`config.mk`:
```
export PLATFORM = sky130hd
export DESIGN_NAME = mem_stage_sram_ctrl
export DESIGN_NICKNAME = d
export VERILOG_FILES = /design/src/rtl/mem_pkg.sv /design/src/rtl/mem_stage_sram_ctrl.sv
export SDC_FILE = /design/constraint.sdc
export NUM_CORES = 1
export LEC_CHECK = 0
export CAP_MARGIN = 10
export CELL_PAD_IN_SITES_DETAIL_PLACEMENT = 1
export CELL_PAD_IN_SITES_GLOBAL_PLACEMENT = 1
export CORE_MARGIN = 10
export CORE_UTILIZATION = 25
export DETAILED_ROUTE_END_ITERATION = 10
export PLACE_DENSITY_LB_ADDON = 0.2
export SETUP_SLACK_MARGIN = 0.3
export SLEW_MARGIN = 15
export SYNTH_ARGS = -nofsm -noshare
export SYNTH_HDL_FRONTEND = slang
export SYNTH_SLANG_ARGS = --single-unit
```
`constraint.sdc`:
```
create_clock -name clk -period 2.7 [get_ports clk]
set_clock_uncertainty 0.05 [all_clocks]
set_input_delay 0.54 -clock clk [delete_from_list [all_inputs] [get_ports clk]]
set_output_delay 0.54 -clock clk [all_outputs]
set_load 0.05 [all_outputs]
```
`src/rtl/mem_pkg.sv`:
```
// ---------------------------------------------------------------------------
// mem_pkg
// Shared definitions for the MEM-stage SRAM controller.
//   mem_state_e         : controller FSM states (IDLE, LO, HI, DONE)
//   ADDR_OFFSET_DEFAULT : CPU byte address where the data-memory region starts
//   SRAM_DATA_W         : width of the external SRAM data bus
//   sram_half_addr()    : CPU byte address + half select -> SRAM half-word addr
// ---------------------------------------------------------------------------
package mem_pkg;

    typedef enum logic [1:0] {
        IDLE = 2'd0,
        LO   = 2'd1,
        HI   = 2'd2,
        DONE = 2'd3
    } mem_state_e;

    localparam int ADDR_OFFSET_DEFAULT = 1024;
    localparam int SRAM_DATA_W         = 16;

    // Each 32-bit word occupies two consecutive SRAM half-words; the low
    // half sits at the even address. Addresses below the offset simply wrap,
    // the caller truncates the result to the SRAM address width.
    function automatic logic [31:0] sram_half_addr(
        input logic [31:0] byte_addr,
        input logic [31:0] offset,
        input logic        half
    );
        logic [31:0] word_idx;
        word_idx = (byte_addr - offset) >> 2;
        return {word_idx[30:0], half};
    endfunction

endpackage

```
`src/rtl/mem_stage_sram_ctrl.sv`:
```
// ---------------------------------------------------------------------------
// mem_stage_sram_ctrl
// MEM-stage controller: turns one 32-bit load/store into two 16-bit accesses
// on an asynchronous SRAM (low half first), each phase held WAIT_CYCLES+1
// cycles. ready freezes the pipeline while an access is in flight.
//
// Ports
//   clk, rst     : clock, asynchronous active-high reset
//   rd_en, wr_en : load / store request (both high = store)
//   address      : word-aligned CPU byte address
//   write_data   : store data
//   read_data    : load result, valid when ready=1 after a load
//   ready        : 1 = pipeline may advance, 0 = freeze
//   sram_addr    : SRAM half-word address
//   sram_dq_out  : data driven onto SRAM DQ
//   sram_dq_in   : data returned by SRAM DQ
//   sram_dq_oe   : 1 = controller drives DQ
//   sram_we_n    : SRAM write strobe, active-low
//
// Handshake: a request is accepted on the rising edge where the FSM is IDLE
// and rd_en|wr_en is high; ready is low from that cycle until the single
// DONE cycle, in which the pipeline advances. Inputs seen while busy are
// ignored, so a flushed request never leaves a store half-written.
// ---------------------------------------------------------------------------
module mem_stage_sram_ctrl
    import mem_pkg::*;
#(
    parameter int ADDR_OFFSET = ADDR_OFFSET_DEFAULT,
    parameter int SRAM_ADDR_W = 18,
    parameter int WAIT_CYCLES = 2
) (
    input  logic                   clk,
    input  logic                   rst,
    input  logic                   rd_en,
    input  logic                   wr_en,
    input  logic [31:0]            address,
    input  logic [31:0]            write_data,
    output logic [31:0]            read_data,
    output logic                   ready,
    output logic [SRAM_ADDR_W-1:0] sram_addr,
    output logic [SRAM_DATA_W-1:0] sram_dq_out,
    input  logic [SRAM_DATA_W-1:0] sram_dq_in,
    output logic                   sram_dq_oe,
    output logic                   sram_we_n
);

    localparam int CNT_W = (WAIT_CYCLES > 0) ? $clog2(WAIT_CYCLES + 1) : 1;
    localparam logic [CNT_W-1:0] CNT_LAST = CNT_W'(WAIT_CYCLES);

    mem_state_e       state_q, state_d;
    logic [CNT_W-1:0] cnt_q, cnt_d;
    logic             op_write_q;
    logic [31:0]      addr_q;
    logic [31:0]      data_q;
    logic             req;
    logic             in_phase;
    logic             phase_last;
    logic [SRAM_ADDR_W-1:0] phase_addr;

    assign req        = rd_en | wr_en;
    assign in_phase   = (state_q == LO) || (state_q == HI);
    assign phase_last = in_phase && (cnt_q == CNT_LAST);
    assign phase_addr = SRAM_ADDR_W'(sram_half_addr(addr_q, 32'(ADDR_OFFSET),
                                                    state_q == HI));

    // FSM state and phase counter
    always_ff @(posedge clk or posedge rst) begin
        if (rst) begin
            state_q <= IDLE;
            cnt_q   <= '0;
        end else begin
            state_q <= state_d;
            cnt_q   <= cnt_d;
        end
    end

    always_comb begin
        state_d = state_q;
        cnt_d   = cnt_q;
        case (state_q)
            IDLE: begin
                if (req) begin
                    state_d = LO;
                    cnt_d   = '0;
                end
            end
            LO, HI: begin
                if (phase_last) begin
                    cnt_d   = '0;
                    state_d = (state_q == LO) ? HI : DONE;
                end else begin
                    cnt_d = cnt_q + 1'b1;
                end
            end
            DONE: begin
                state_d = IDLE;
            end
            default: begin
                state_d = IDLE;
                cnt_d   = '0;
            end
        endcase
    end

    // Request capture; wr_en wins when both enables are high.
    always_ff @(posedge clk or posedge rst) begin
        if (rst) begin
            op_write_q <= 1'b0;
            addr_q     <= '0;
            data_q     <= '0;
        end else if (state_q == IDLE && req) begin
            op_write_q <= wr_en;
            addr_q     <= address;
            data_q     <= write_data;
        end
    end

    // Load data is sampled at the end of each phase, after the SRAM has had
    // the full wait time to settle.
    always_ff @(posedge clk or posedge rst) begin
        if (rst) begin
            read_data <= '0;
        end else if (!op_write_q && phase_last) begin
            if (state_q == LO) begin
                read_data[15:0] <= sram_dq_in;
            end else begin
                read_data[31:16] <= sram_dq_in;
            end
        end
    end

    // SRAM bus and ready are decoded from state so that an asynchronous
    // reset releases the write strobe and the DQ bus in the same instant.
    always_comb begin
        sram_addr   = '0;
        sram_dq_out = '0;
        sram_dq_oe  = 1'b0;
        sram_we_n   = 1'b1;
        ready       = 1'b0;
        if (in_phase) begin
            sram_addr = phase_addr;
            if (op_write_q) begin
                sram_dq_oe  = 1'b1;
                sram_we_n   = 1'b0;
                sram_dq_out = (state_q == HI) ? data_q[31:16] : data_q[15:0];
            end
        end
        if ((state_q == IDLE && !req) || state_q == DONE) begin
            ready = 1'b1;
        end
    end

endmodule

```
### After elaboration in Yosys (flattened, before gate mapping)

Index checks and enable logic that the tools add are counted.

* bits in registers: 88
* input bits: 84
* output and inout port bits: 69
* logic and storage cells: 48

* add/subtract/negate cells: 2
* eq/ne operators: 6
* multiplexer cells: 16
* bitwise operators: 2
* reduce and logical (&&, ||, !) cells: 15

Operators with widths (count)
* 16-bit 2-to-1 mux: 3
* 19-bit by 11-bit subtractor with 19-bit output, second input constant: 1
* 18-bit 2-to-1 mux: 1
* 2-bit 2-to-1 mux: 4
* 2-bit AND reduction: 4
* 2-bit equality test, second input constant: 3
* 1-bit 2-to-1 mux: 6
* 2-bit case mux with 3 select lines: 1
* 1-bit logical AND: 4
* 2-bit != test, second input constant: 2
* 2-bit case mux with 2 select lines: 1
* 2-bit by 1-bit adder with 2-bit output, second input constant: 1
* 2-bit by 1-bit equality test with 1-bit output, second input constant: 1
* 1-bit zero test: 2
* 2-bit zero test: 1
* 1-bit logical OR: 2
* 2-bit nonzero test: 1
* 2-bit OR reduction: 1
* 1-bit NOT: 1
* 1-bit bitwise OR: 1

### Depth between registers and ports, before layout

Gate-level depths: netlist of the first run.

* depth in word-level cells: 5
* mapped depth: 6
* mapped depth without buffers: 5

### Least setup slack after synthesis of the first run

OpenSTA, ideal clock, no wires.

* path type: reg-to-output
* start point: reg state_q[0]
* end point: out sram_dq_out[10]
* data arrival time: 2.276 ns
* required time: 2.110 ns
* path slack: -0.166 ns
* cell stages (with the launch flop): 7
* path through: dfrtp_1 -> inv_1 -> ha_1 -> buf_2 -> buf_2 -> mux2i_1 -> nor2_1

* cells in the longest elaborated chain, start to end: 4
* elaborated cells between the ends (all ways): 6
* classes of those cells: eq/ne: 2; mux: 3; reduce/logical: 1

RTL lines
* from (decl): RTL line mem_stage_sram_ctrl.sv:50 `mem_state_e state_q, state_d;`
* from (signal assigned): RTL line mem_stage_sram_ctrl.sv:72 `state_q <= state_d;`
* 2-bit equality test: RTL line mem_stage_sram_ctrl.sv:61, mem_stage_sram_ctrl.sv:145
* 16-bit 2-to-1 mux: RTL line mem_stage_sram_ctrl.sv:145 `sram_dq_out = (state_q == HI) ? data_q[31:16] : data_q[15:0];`
* 16-bit 2-to-1 mux: RTL line mem_stage_sram_ctrl.sv:142 `if (op_write_q) begin`
* 16-bit 2-to-1 mux (*): RTL line mem_stage_sram_ctrl.sv:140 `if (in_phase) begin`
* to (decl): RTL line mem_stage_sram_ctrl.sv:41 `output logic [SRAM_DATA_W-1:0] sram_dq_out,`

Mark *: on every way between the ends. The rest lies on a longest branch, timed or not.

### Worst setup path after layout of the first run

* start point: reg addr_q[10]
* end point: out sram_addr[15]

* cells in the longest elaborated chain, start to end: 2

RTL lines
* from (decl): RTL line mem_stage_sram_ctrl.sv:53 `logic [31:0] addr_q;`
* from (signal assigned): RTL line mem_stage_sram_ctrl.sv:113 `addr_q <= address;`
* 19-bit by 11-bit subtractor with 19-bit output: RTL line mem_pkg.sv:30 `word_idx = (byte_addr - offset) >> 2;`
* 18-bit 2-to-1 mux: RTL line mem_stage_sram_ctrl.sv:140
* to (decl): RTL line mem_stage_sram_ctrl.sv:40 `output logic [SRAM_ADDR_W-1:0] sram_addr,`

No other way between the ends.

==> results.json, run 1 <==
{
  "status": "finished, violations left",
  "violations": "negative setup slack",
  "n_antenna_cell": 0,
  "drt-wirelength-per-cell_um": 17.5,
  "ios": 153,
  "rsz0062_at_grt": "yes",
  "startpoint": "addr_q[10]",
  "clock_sinks": 86,
  "drc": 0,
  "finalMaxSlewViolations": 0,
  "fin_ws_ns": -0.0719,
  "synth_top_area_share": 0.562,
  "period_minus_slack_ns": 2.77,
  "dp_cells": 598,
  "synth_edf_count": 0,
  "die_area_sq_mm": 0.0207,
  "dpl_cell_area_sq_mm": 0.00591,
  "drtAntennaViolNets": 0,
  "max_freq_mhz": 361,
  "cts_buffer_depth": 2,
  "start_util": 0.254,
  "grt_pass1_wl_um": 17400,
  "htree_levels": 3,
  "ys_ff_latch": 86,
  "synth_area_leaders": "dfrtp_1 (56%), mux2_2 (24%), mux2i_1 (4.7%)",
  "required_ns": 2.11,
  "grt_max_degree": 77,
  "synthDistinctLibCells": 35,
  "synth_area_sq_mm": 0.00383,
  "port_buffers": 137,
  "stdcell_area_sq_mm": 0.00650,
  "avgSynthCellArea_sq_um": 13.8,
  "viasPerCell": 4.51,
  "seq_area_frac_synth": 0.562,
  "grtUsageTotal": 0.108,
  "die_y_um": 144,
  "hold_class": "input pin to async pin",
  "route.vias.total": 2825,
  "synth_fp_nets": 367,
  "timing.setup.critical_path_class": "register to output port",
  "worstMarginPinSlew_ns": 0.590,
  "antenna_found_initial": 0,
  "die_w_um": 144,
  "worstSetupStartpointType": "register",
  "arrival_ns": 2.18,
  "gp_congestion": 0.714,
  "insertion_delay_ns": 0.34,
  "dp_hpwl_um": 7860,
  "rr_startpoint": "state_q[1]",
  "finish.utilization": 0.431,
  "crit_fanout": 4,
  "ys_warn_count": 0,
  "tritoncts": "built",
  "crit_path_end_kind": "output port",
  "hold_buffers": 0,
  "cts.clk_slew.worst_paths_ns": 0.06,
  "firstDrtPassIters": 4,
  "drive_above_1_share": 0.457,
  "synth_ff_type": "dfrtp_1",
  "numCtsBuffers": 9,
  "core-area_sq_mm": 0.0151,
  "grt-ovfl-total": 0,
  "hold_violations": 0,
  "drt-initial-drc-count": 105,
  "setup_viol": 3,
  "syn_to_final_growth_pct": 69.8,
  "synth_top_cells_by_count": "dfrtp_1 (86), mux2_2 (82), mux2i_1 (18)",
  "yosys.cell_count.top_type": "dfrtp_1",
  "synthCells": 278,
  "max-cap-violations": 0,
  "totalWireLength_um": 11000,
  "clock-root-buffer": "clkbuf_16",
  "first_global_vias": 3206,
  "finish.net_count": 522,
  "synth-async-reset-ratio": 1.00,
  "finalCritPeriodShare": 1.03,
  "row_count": 45,
  "relSlewSlack": 0.605,
  "yosysTopAreaCell": "dfrtp_1",
  "stdcell_count": 626
}
## path summary, 6_finish.rpt
kind | slack (ns) | to | cells past startpoint
worst max-delay path | -0.07 | sram_addr[15] | 6
worst min-delay path | 0.45 | data_q[6] | 2
worst max register to register | 0.61 | read_data[2] | 5
worst min register to register | 0.45 | addr_q[7] | 1
max in group asynchronous | 1.47 | data_q[28] | 3
min in group clk | 0.45 | addr_q[7] | 1
## metrics by stage
| step | setup TNS [ns] | worst slack [ns] | hold slack [ns] |
|---|---|---|---|
| after CTS | -0.266 | -0.0824 | 0.443 |
| final | -0.155 | -0.0719 | 0.445 |
| after floorplan | 0 | 0.0586 | 0.421 |
| after global routing | -0.487 | -0.150 | 0.455 |
| after detailed placement | 0 | 0.120 | 0.435 |
| after global placement | 0 | 0.160 | 0.428 |
## cells in the final DEF, fill, tap and decap left out, types with 6 or more instances in the layout
cell | Yosys | layout
nand2_1 | 6 | 6
and2_1 | 9 | 9
mux2i_2 | 0 | 7
buf_4 | 0 | 18
dfrtp_1 | 86 | 86
mux2i_1 | 18 | 10
clkdlybuf4s50_1 | 0 | 100
clkbuf_16 | 0 | 9
buf_12 | 0 | 38
inv_1 | 8 | 6
mux2_2 | 82 | 82
nor2_4 | 0 | 11
## sequential cells by signal (all words and copies together) (netlist names)
signal,cells
state_q,2
addr_q,17
cnt_q,2
read_data,32
op_write_q,1
data_q,32
## worst max-delay path, stage by stage, from the launching register on
cell and delay (ns):
dfrtp_1 0.38, inv_1 0.06, ha_2 0.17, or4b_4 0.51, or3_4 0.40, a21boi_4 0.17, buf_12 0.15
## per-layer routing
metal / GRT usage / part of all wire / vias to the layer above
li1: - / - / 1285
met1: 0.120 / 0.40 / 1433
met2: 0.167 / 0.47 / 96
met3: 0.0634 / 0.12 / 11
met4: 0.0403 / 0.014 / 0
met5: 0 / 0 / -
## cell type report
class / count / area, sq um
well taps: 188 / 235
clock buffers: 13 / 250
repair buffers: 157 / 1910
inverters: 8 / 33.8
fillers: 1528 / 8590
flip-flops and latches: 86 / 2150
multi-input cells: 171 / 1850
clock inverters: 3 / 67.6
## what timing repair did
| item | 4_1_cts | 5_1_grt |
|---|---|---|
| endpoints found under the setup margin | 36 | 36 |
| resized for setup | 20 | 17 |
| setup buffers | 9 | 3 |
| pin swaps | 3 | 3 |
| cloned | 0 | 0 |
## cell families after synthesis
group                      share of synthesized area
AOI/OAI and AO/OA                             0.0278
DFF                                            0.562
buffers and inverters                         0.0255
adders and majority gates                     0.0163
and+or+nand+nor                               0.0781
xor gates and xnor gates                     0.00229
muxes                                          0.288
Power of run 1 is left out: the tool's default activity adds up to more than one toggle a clock period on the data nets, which glitch-free logic cannot reach.
==> run 2, diff against run 1 <==
--- a/config.mk
+++ b/config.mk
@@ -12,6 +12,7 @@
 export CORE_UTILIZATION = 25
 export DETAILED_ROUTE_END_ITERATION = 10
 export PLACE_DENSITY_LB_ADDON = 0.2
+export REMOVE_ABC_BUFFERS = 1
 export SETUP_SLACK_MARGIN = 0.3
 export SLEW_MARGIN = 15
 export SYNTH_ARGS = -nofsm -noshare
==> run 2 against run 1 <==
Against the previous run:
- the flow still finishes with violations (negative setup slack)
- hold slack gained 0.0031 ns
- core utilization decreased by 0.25 points
- design area decreased by 0.58%
- register-to-register slack is essentially flat
- sequential share of layout area grew 0.19 points
- count of clock-buffer cells in the layout is 1 lower
- critical endpoint unchanged
==> results.json, run 2 (synthesized netlist as in run 1, its figures left out) <==
{
  "status": "finished, violations left",
  "violations": "negative setup slack",
  "core-area_sq_mm": 0.0151,
  "finish.net_count": 521,
  "crit_family": "simple AND/OR/NAND/NOR gates",
  "port_buffers": 137,
  "fin_hold_ws_ns": 0.448,
  "final_common_cell": "clkdlybuf4s50_1",
  "cts.clk_slew.worst_paths_ns": 0.06,
  "relSlewSlack": 0.601,
  "totalWireLength_um": 11400,
  "rsz0062_at_grt": "yes",
  "die_y_um": 144,
  "viasPerCell": 4.39,
  "crit_fanout": 3,
  "antenna_found_initial": 0,
  "tritoncts": "built",
  "period_minus_slack_ns": 2.76,
  "finalCritPeriodShare": 1.02,
  "biggestRegsByFlops": "data_q (32), read_data (32), addr_q (17)",
  "timing.setup.critical_path_class": "register to output port",
  "finalMaxSlewViolations": 0,
  "crit_chain": "inv_1 > ha_2 > or4b_4 > or3_4 > a21boi_4 > buf_12",
  "stdcell_count": 625,
  "required_ns": 2.11,
  "cts_buffer_depth": 2,
  "hold_buffers": 0,
  "crit_slowest_cell": "or4b_4",
  "syn_to_final_growth_pct": 68.8,
  "clock-root-buffer": "clkbuf_16",
  "hold_class": "register to register",
  "mostFrequentLayoutCells": "clkdlybuf4s50_1 (100), dfrtp_1 (86), mux2_2 (82)",
  "drtAntennaViolNets": 0,
  "insertion_delay_ns": 0.34,
  "drive_above_1_share": 0.453,
  "grt-ovfl-total": 0,
  "max_freq_mhz": 363,
  "worstSetupStartpointType": "register",
  "die_w_um": 144,
  "slowest_delay_ns": 0.50,
  "drc": 0,
  "grt_max_degree": 45,
  "arrival_ns": 2.17,
  "drt-initial-drc-count": 45,
  "route.vias.total": 2746,
  "first_global_vias": 3185,
  "hold_violations": 0,
  "numCtsBuffers": 9,
  "ios": 153,
  "setup_viol": 4,
  "setup-tns-final_ns": -0.115,
  "firstDrtPassIters": 4,
  "worstMarginPinSlew_ns": 0.597,
  "clock_sinks": 86,
  "die_area_sq_mm": 0.0207,
  "grtUsageTotal": 0.116,
  "fin_ws_ns": -0.0564,
  "grt_pass1_wl_um": 18100,
  "htree_levels": 3,
  "crit_path_end_kind": "output port",
  "drt-wirelength-per-cell_um": 18.2,
  "crit_buf_inv": 2,
  "n_antenna_cell": 0,
  "dp_hpwl_um": 8280,
  "row_count": 45,
  "dp_cells": 601,
  "max-cap-violations": 0,
  "start_util": 0.254,
  "gp_congestion": 0.715
}
==> run 2: worst paths after layout <==
path	startpoint	end	slack (ns)	cells after the start
max in group asynchronous	rst	addr_q[11]	1.59	3
hold / removal	addr_q[2]	addr_q[2]	0.45	1
setup / recovery	addr_q[10]	sram_addr[15]	-0.06	6
setup reg to reg	state_q[0]	read_data[13]	0.62	5
hold reg to reg	addr_q[2]	addr_q[2]	0.45	1
min in group asynchronous	rst	data_q[8]	0.61	3
==> run 2: stage by stage <==
step / util / cell area [sq um] / setup slack, ns
2_1_floorplan: - / 3760 / -0.693
3_3_place_gp: 0.387 / 5830 / 0.162
3_5_place_dp: 0.387 / 5830 / 0.146
4_1_cts: 0.423 / 6380 / -0.0817
5_1_grt: 0.429 / 6470 / -0.146
6_report: 0.429 / 6470 / -0.0564
==> run 2: layout make-up <==
class,instances,area [sq um]
flip-flops and latches,86,2150
clock buffers,12,256
multi-input cells,171,1810
clock inverters,4,53.8
well taps,188,235
inverters,8,31.3
repair buffers,156,1930
fillers,1559,8620
==> run 2: what timing repair did <==
item | in CTS | in global routing
pin swaps | 5 | 6
endpoints found under the setup margin | 51 | 24
cloned | 1 | 0
resized for setup | 42 | 19
buffers inserted | 6 | 1
==> run 2: per-layer routing <==
metal / routed length, um / vias up / global-route usage
li1: - / 1280 / -
met5: 0 / - / 0
met3: 1120 / 11 / 0.0564
met2: 5830 / 72 / 0.190
met4: 175 / 0 / 0.0516
met1: 4270 / 1383 / 0.124
Power of run 2 is left out for the same reason.
==> run 3, diff against run 2 <==
--- a/config.mk
+++ b/config.mk
@@ -5,7 +5,7 @@
 export SDC_FILE = /design/constraint.sdc
 export NUM_CORES = 1
 export LEC_CHECK = 0
-export CAP_MARGIN = 10
+export CAP_MARGIN = 20
 export CELL_PAD_IN_SITES_DETAIL_PLACEMENT = 1
 export CELL_PAD_IN_SITES_GLOBAL_PLACEMENT = 1
 export CORE_MARGIN = 10
==> results of run 3 <==
The final DEF is identical to that of run 2; final timing and power are the same.
Power of run 3 is left out for the same reason.
